<file path="config.mk">
export PLATFORM = sky130hd
export DESIGN_NAME = rcservo_scheduler
export DESIGN_NICKNAME = d
export VERILOG_FILES = /design/src/rtl/rcservo_scheduler.sv
export SDC_FILE = /design/constraint.sdc
export NUM_CORES = 1
export LEC_CHECK = 0
export ABC_AREA = 1
export BUFFER_PORTS_ARGS = -buffer_cell sky130_fd_sc_hd__buf_2
export CORE_MARGIN = 2
export CORE_UTILIZATION = 57
export CTS_BUF_LIST = sky130_fd_sc_hd__clkbuf_8 sky130_fd_sc_hd__clkbuf_16
export DETAILED_ROUTE_END_ITERATION = 6
export HOLD_SLACK_MARGIN = 0.15
export PLACE_DENSITY = 0.79
export SLEW_MARGIN = 10
export SYNTH_ARGS = -nofsm -noshare
export SYNTH_HDL_FRONTEND = slang
export SYNTH_SLANG_ARGS = --single-unit
</file>
<file path="constraint.sdc">
create_clock -name clk -period 9.1 [get_ports clk]
set_clock_uncertainty 0.15 [all_clocks]
set_input_delay 0.455 -clock clk [delete_from_list [all_inputs] [get_ports clk]]
set_output_delay 0.455 -clock clk [all_outputs]
set_load 0.01 [all_outputs]
</file>
<file path="src/rtl/rcservo_scheduler.sv">
// Four-channel RC servo pulse scheduler: channels pulse back to back once per frame,
// with per-channel widths latched from shadow positions at the start of each frame.
module rcservo_scheduler #(
    parameter int frame_ticks  = 960000,
    parameter int center_ticks = 72000,
    parameter int min_ticks    = 48000,
    parameter int max_ticks    = 96000,
    parameter int gap_ticks    = 480,
    parameter int scale_shift  = 6
) (
    input  logic               clk,
    input  logic               rst,
    input  logic               enable,
    input  logic               cmd_valid,
    output logic               cmd_ready,
    input  logic [1:0]         cmd_chan,
    input  logic signed [31:0] cmd_pos,
    output logic [3:0]         pwm,
    output logic               frame_start,
    output logic [1:0]         active_chan
);

    localparam logic [31:0] center_c   = 32'(center_ticks);
    localparam logic [31:0] min_c      = 32'(min_ticks);
    localparam logic [31:0] max_c      = 32'(max_ticks);
    localparam logic [31:0] gap_last   = 32'(gap_ticks - 1);
    localparam logic [31:0] frame_last = 32'(frame_ticks - 1);
    // Width of a channel at position 0, already clamped.
    localparam logic [31:0] reset_width =
        (center_ticks < min_ticks) ? min_c :
        (center_ticks > max_ticks) ? max_c : center_c;

    generate
        if ((4 * (max_ticks + gap_ticks) + 1 >= frame_ticks) || (gap_ticks < 1) ||
            (min_ticks < 1) || (min_ticks > max_ticks)) begin : g_param_check
            $error("rcservo_scheduler: channel pulses and gaps do not fit in one frame");
        end
    endgenerate

    typedef enum logic [2:0] {IDLE, LATCH, PULSE, GAP, WAIT} state_t;

    state_t             state_r, state_s;
    logic [1:0]         idx_r, idx_s;
    logic [31:0]        tick_r, tick_s;
    logic [31:0]        frame_r, frame_s;
    logic signed [31:0] shadow_r [4];
    logic [31:0]        width_r [4];
    logic [3:0]         pwm_r, pwm_s;
    logic               frame_start_r, frame_start_s;
    logic               cmd_ready_r, cmd_ready_s;
    logic [1:0]         active_chan_r, active_chan_s;

    // Position to pulse width: signed 33-bit sum, then clamped to the legal range.
    function automatic logic [31:0] calc_width(input logic signed [31:0] pos);
        logic signed [31:0] step;
        logic signed [32:0] sum;
        step = pos >>> scale_shift;
        sum  = $signed({1'b0, center_c}) + $signed({step[31], step});
        if (sum < $signed({1'b0, min_c})) begin
            calc_width = min_c;
        end else if (sum > $signed({1'b0, max_c})) begin
            calc_width = max_c;
        end else begin
            calc_width = sum[31:0];
        end
    endfunction

    // Next-state logic and the registered output values that go with the next state.
    always_comb begin
        state_s = state_r;
        idx_s   = idx_r;
        tick_s  = tick_r;
        frame_s = frame_r + 32'd1;
        case (state_r)
            IDLE: begin
                frame_s = 32'd0;
                tick_s  = 32'd0;
                idx_s   = 2'd0;
                if (enable) begin
                    state_s = LATCH;
                end else begin
                    state_s = IDLE;
                end
            end
            LATCH: begin
                idx_s   = 2'd0;
                tick_s  = 32'd0;
                state_s = PULSE;
            end
            PULSE: begin
                if (tick_r == width_r[idx_r] - 32'd1) begin
                    tick_s  = 32'd0;
                    state_s = GAP;
                end else begin
                    tick_s = tick_r + 32'd1;
                end
            end
            GAP: begin
                if (tick_r == gap_last) begin
                    tick_s = 32'd0;
                    if (idx_r == 2'd3) begin
                        state_s = WAIT;
                    end else begin
                        idx_s   = idx_r + 2'd1;
                        state_s = PULSE;
                    end
                end else begin
                    tick_s = tick_r + 32'd1;
                end
            end
            WAIT: begin
                if (frame_r == frame_last) begin
                    state_s = enable ? LATCH : IDLE;
                end else begin
                    state_s = WAIT;
                end
            end
            default: begin
                state_s = IDLE;
            end
        endcase
        // The frame counter restarts on entry to LATCH so LATCH-to-LATCH is one frame.
        if (state_s == LATCH) begin
            frame_s = 32'd0;
        end else begin
            frame_s = frame_s;
        end

        if (state_s == PULSE) begin
            pwm_s = 4'b0001 << idx_s;
        end else begin
            pwm_s = 4'b0000;
        end
        if ((state_s == PULSE) || (state_s == GAP)) begin
            active_chan_s = idx_s;
        end else begin
            active_chan_s = 2'd0;
        end
        frame_start_s = (state_s == LATCH);
        cmd_ready_s   = (state_s != LATCH);
    end

    // Sequencer state, counters and registered outputs.
    always_ff @(posedge clk or posedge rst) begin
        if (rst) begin
            state_r       <= IDLE;
            idx_r         <= 2'd0;
            tick_r        <= 32'd0;
            frame_r       <= 32'd0;
            pwm_r         <= 4'b0000;
            frame_start_r <= 1'b0;
            cmd_ready_r   <= 1'b0;
            active_chan_r <= 2'd0;
        end else begin
            state_r       <= state_s;
            idx_r         <= idx_s;
            tick_r        <= tick_s;
            frame_r       <= frame_s;
            pwm_r         <= pwm_s;
            frame_start_r <= frame_start_s;
            cmd_ready_r   <= cmd_ready_s;
            active_chan_r <= active_chan_s;
        end
    end

    // Shadow positions track accepted commands; active widths only change at LATCH.
    always_ff @(posedge clk or posedge rst) begin
        if (rst) begin
            for (int i = 0; i < 4; i++) begin
                shadow_r[i] <= 32'sd0;
                width_r[i]  <= reset_width;
            end
        end else begin
            if (cmd_valid && cmd_ready_r) begin
                shadow_r[cmd_chan] <= cmd_pos;
            end
            if (state_r == LATCH) begin
                for (int i = 0; i < 4; i++) begin
                    width_r[i] <= calc_width(shadow_r[i]);
                end
            end
        end
    end

    assign pwm         = pwm_r;
    assign frame_start = frame_start_r;
    assign cmd_ready   = cmd_ready_r;
    assign active_chan = active_chan_r;

endmodule

</file>
==> key figures <==
Routing
  – Detail-routed via count per cell: between 5 and 6
  – Wire per inst: approximately 15 um
  – Length of the first detailed-routing pass in iterations: 5
  – Post-route DRC violation count: 0
  – Starting DRC count in detailed routing: between 1,500 and 2,000
  – Number of routed nets with antenna violations: 0
  – Via count: 16,100
  – Total wire length after detailed routing: approximately 45 mm

STA
  – Peak Freq: about 220 MHz
  – Final setup TNS: 0 ns
  – Final worst path period need: roughly 4.6 ns
  – Setup repair after global routing missed its margin: no
  – Final setup vio count: 0
  – Number of hold-slack violations in the final timing report: 0
  – Final number of max-transition violations: 0
  – Min setup slack post-route: around 4.5 ns
  – Tightest slew margin relative to the limit: 0.179
  – Actual slew at the worst max-slew pin: 1.23 ns
  – Post-route clock period utilization: 0.508

GRT
  – Number of antenna violations at the first check in global routing: 0
  – First-pass GRT wire length: ~75 mm
  – Total grt overflow: 0
  – Maximum number of pins on one net before global-route repair: ~130
  – Vias in the first global route: ~16,000
  – Gr usage total: 0.280

Final layout
  – Fraction of layout cells with a size suffix above 1: 0.0751
  – Multi-input combinational cell area: ~8600 um2
  – Area taken by flip-flops and latches: just over 7000 um2
  – Filler Cells Inserted: between 2,000 and 3,000
  – Antenna fix cells: 0
  – Layout Area Growth over Synthesis: 10.3%
  – Post-route cell area: a little under 20,000 um2
  – Net total in the final layout: 2,603

Clock tree
  – Number of buffers between clock root and the deepest sink: 3
  – CTS sink cnt: just under 300
  – Postcts setup bufs: 0
  – Skew-Pair Late Insertion Delay: 0.52 ns
  – Total CTS buffers: 34
  – # H-tree levels: 2
  – Root buffer cell: sky130_fd_sc_hd__clkbuf_16
  – Count of cells resized by post-cts repair: 0
  – TritonCTS clock tree: yes
  – Clock-pin slew on the worst setup and hold paths: around 0.06 ns
  – Hold buffers post-CTS: 26

Yosys
  – Fraction of the yosys area taken by sequential cells: 0.412
  – Total of warnings raised by yosys: 0
  – Most instantiated cells after synthesis: sky130_fd_sc_hd__nand2_1, sky130_fd_sc_hd__inv_1, sky130_fd_sc_hd__dfrtp_1, sky130_fd_sc_hd__nor2_1, sky130_fd_sc_hd__nand3_1
  – Library cell with the largest summed area after synthesis: sky130_fd_sc_hd__dfrtp_1
  – Number of enable-type register cells in the synthesized netlist: 0
  – Post-Syn Nets: around 2,600
  – Share of Yosys cell area claimed by the top area cell type: 0.383
  – Post-synth ARST share: 1.00
  – Top flip-flop cell by instance count after synthesis: sky130_fd_sc_hd__dfrtp_1
  – Mapped Avg Cell Area: ~7 um2
  – Number of synthesized register bits: between 200 and 300
  – Most repeated cell in the gate-level netlist after synthesis: sky130_fd_sc_hd__nand2_1
  – Library cells used by synthesis: 52
  – Largest cells by area after synthesis: sky130_fd_sc_hd__dfrtp_1, sky130_fd_sc_hd__nand2_1, sky130_fd_sc_hd__inv_1
  – Cell area after synthesis: 17,600 um2
  – Cells after Synth: 2,522

Power and ir drop
  – Share of power burned in registers: 0.443
  – Total chip power: roughly 0.0033 W
  – Pint: approximately 0.0024 W
  – Part of the power in combinational logic: 0.128
  – Clk pwr share: 0.430
  – Static leakage: ~10 nW
  – Pwr Density: between 150 and 200 nW/um2
  – Worst-case vdd ir drop: 0.000176 V
  – Switching component of the power: 0.000902 W
  – Switching Fraction: 0.276

Floorplanning
  – Horizontal extent of the die: approximately 180 um
  – Initial cell density of the core: 0.577
  – Core area: approximately 30,000 um2
  – DIE AREA: between 30,000 and 40,000 um2
  – Top-level port count: 46
  – Die outline height: between 150 and 200 um
  – Total number of placement rows: 64

Worst setup path
  – Kind of end point of the critical path: flip-flop
  – Worst setup path category: flip-flop to flip-flop
  – Arrival time of the worst setup path: 4.86 ns
  – Highest fanout seen on the critical path: 74
  – Worst Path Required: around 9.3 ns
  – Critical Path Source Type: flip-flop

Job
  – Max capacitance violation total: 0

Placement
  – Port Buffer Count: 39
  – Post-DP Area: between 15,000 and 20,000 um2
  – GPL Wtd Cong: 0.921
  – Dpl hpwl: approximately 32 mm
  – DP Worst Slack: between 4 and 5 ns

Outcome
  – Status: finished, final reports clean

Min path
  – Hold Crit Class: input pin to flip-flop
[worst paths after layout]
| kind | start | end | slack, ns | depth (start not counted) |
|---|---|---|---|---|
| max | idx_r[0] | tick_r[8] | 4.48 | 21 |
| min | cmd_pos[24] | shadow_r[24] | 0.17 | 3 |
| max reg2reg | idx_r[0] | tick_r[8] | 4.48 | 21 |
| min reg2reg | width_r[25] | width_r[25] | 0.31 | 2 |
| max in group asynchronous | rst | shadow_r[50] | 6.59 | 4 |
| min in group asynchronous | rst | frame_r[11] | 0.48 | 3 |
[logic make-up after synthesis]
family,share of synthesized area
AO/OA/AOI/OAI,0.0750
adder cells (fa/ha/maj),0.00498
buffers and inverters,0.102
AND/OR/NAND/NOR,0.347
XOR/XNOR,0.0587
flip-flops,0.412
[layout make-up]
class | instances | area share
Tap cell | 396 | 0.0255
Multi-Input combinational cell | 1788 | 0.441
Timing Repair Buffer | 78 | 0.0285
Clock inverter | 19 | 0.0101
Inverter | 367 | 0.0714
Sequential cell | 289 | 0.374
Clock buffer | 41 | 0.0494
[critical path: stages (launching register included)]
cell and delay [ns]:
sky130_fd_sc_hd__dfrtp_2 0.34, sky130_fd_sc_hd__buf_4 0.60, sky130_fd_sc_hd__inv_2 0.52, sky130_fd_sc_hd__nand2_1 0.16, sky130_fd_sc_hd__nand2_1 0.06, sky130_fd_sc_hd__nand2_1 0.07, sky130_fd_sc_hd__nand2_1 0.12, sky130_fd_sc_hd__inv_1 0.07
sky130_fd_sc_hd__ha_1 0.22, sky130_fd_sc_hd__nand3_2 0.14, sky130_fd_sc_hd__nor2_4 0.17, sky130_fd_sc_hd__nand3_2 0.18, sky130_fd_sc_hd__nor2_1 0.21, sky130_fd_sc_hd__nand2_1 0.07, sky130_fd_sc_hd__nand2_1 0.12, sky130_fd_sc_hd__nand2_1 0.06
sky130_fd_sc_hd__nor2_1 0.10, sky130_fd_sc_hd__nand2_1 0.05, sky130_fd_sc_hd__nor2_1 0.22, sky130_fd_sc_hd__nand4_4 0.49, sky130_fd_sc_hd__nand3_1 0.23, sky130_fd_sc_hd__nand3_1 0.10
[flip-flops by register name (all words and copies together) (netlist names)]
register     count
state_r          3
frame_r         32
active_chan      2
pwm              4
cmd_ready        1
width_r        108
idx_r            2
frame_start      1
shadow_r       104
tick_r          32
[per-stage QoR]
step           hold slack [ns]  cells  utilization
4_1_cts                  0.152   2978        0.636
2_1_floorplan            0.279   2522            -
3_3_place_gp             0.293   2892        0.590
3_5_place_dp             0.295   2892        0.590
5_1_grt                  0.173   2978        0.636
6_report                 0.171   2978        0.636
[cells in the final DEF (no fill, tap or decap), types with 39 or more instances in the layout]
cell type | Yosys | routed
sky130_fd_sc_hd__buf_2 | 10 | 39
sky130_fd_sc_hd__nand3_1 | 210 | 210
sky130_fd_sc_hd__dfrtp_1 | 269 | 268
sky130_fd_sc_hd__nand2_1 | 807 | 806
sky130_fd_sc_hd__inv_1 | 360 | 367
sky130_fd_sc_hd__nand4_1 | 43 | 43
sky130_fd_sc_hd__xor2_1 | 95 | 95
sky130_fd_sc_hd__nor3_1 | 44 | 43
sky130_fd_sc_hd__o21ai_0 | 151 | 151
sky130_fd_sc_hd__nor2_1 | 225 | 223
[power by group through the flow]
stage	clock [W]	sequential (W)	combinational (W)
floorplan	0	0.00144	0.000313
CTS	0.00142	0.00145	0.000415
global route	0.00148	0.00146	0.000477
detailed placement	0	0.00147	0.000401
global placement	0	0.00146	0.000388
finish	0.00140	0.00145	0.000417
[layer usage]
metal	vias to the layer above	GRT usage	share of wire
met2	506	0.479	0.48
li1	7964	-	-
met4	0	0.113	0.038
met5	-	0	0
met3	113	0.0338	0.048
met1	7552	0.361	0.43
(Power assumes the default switching activity.)
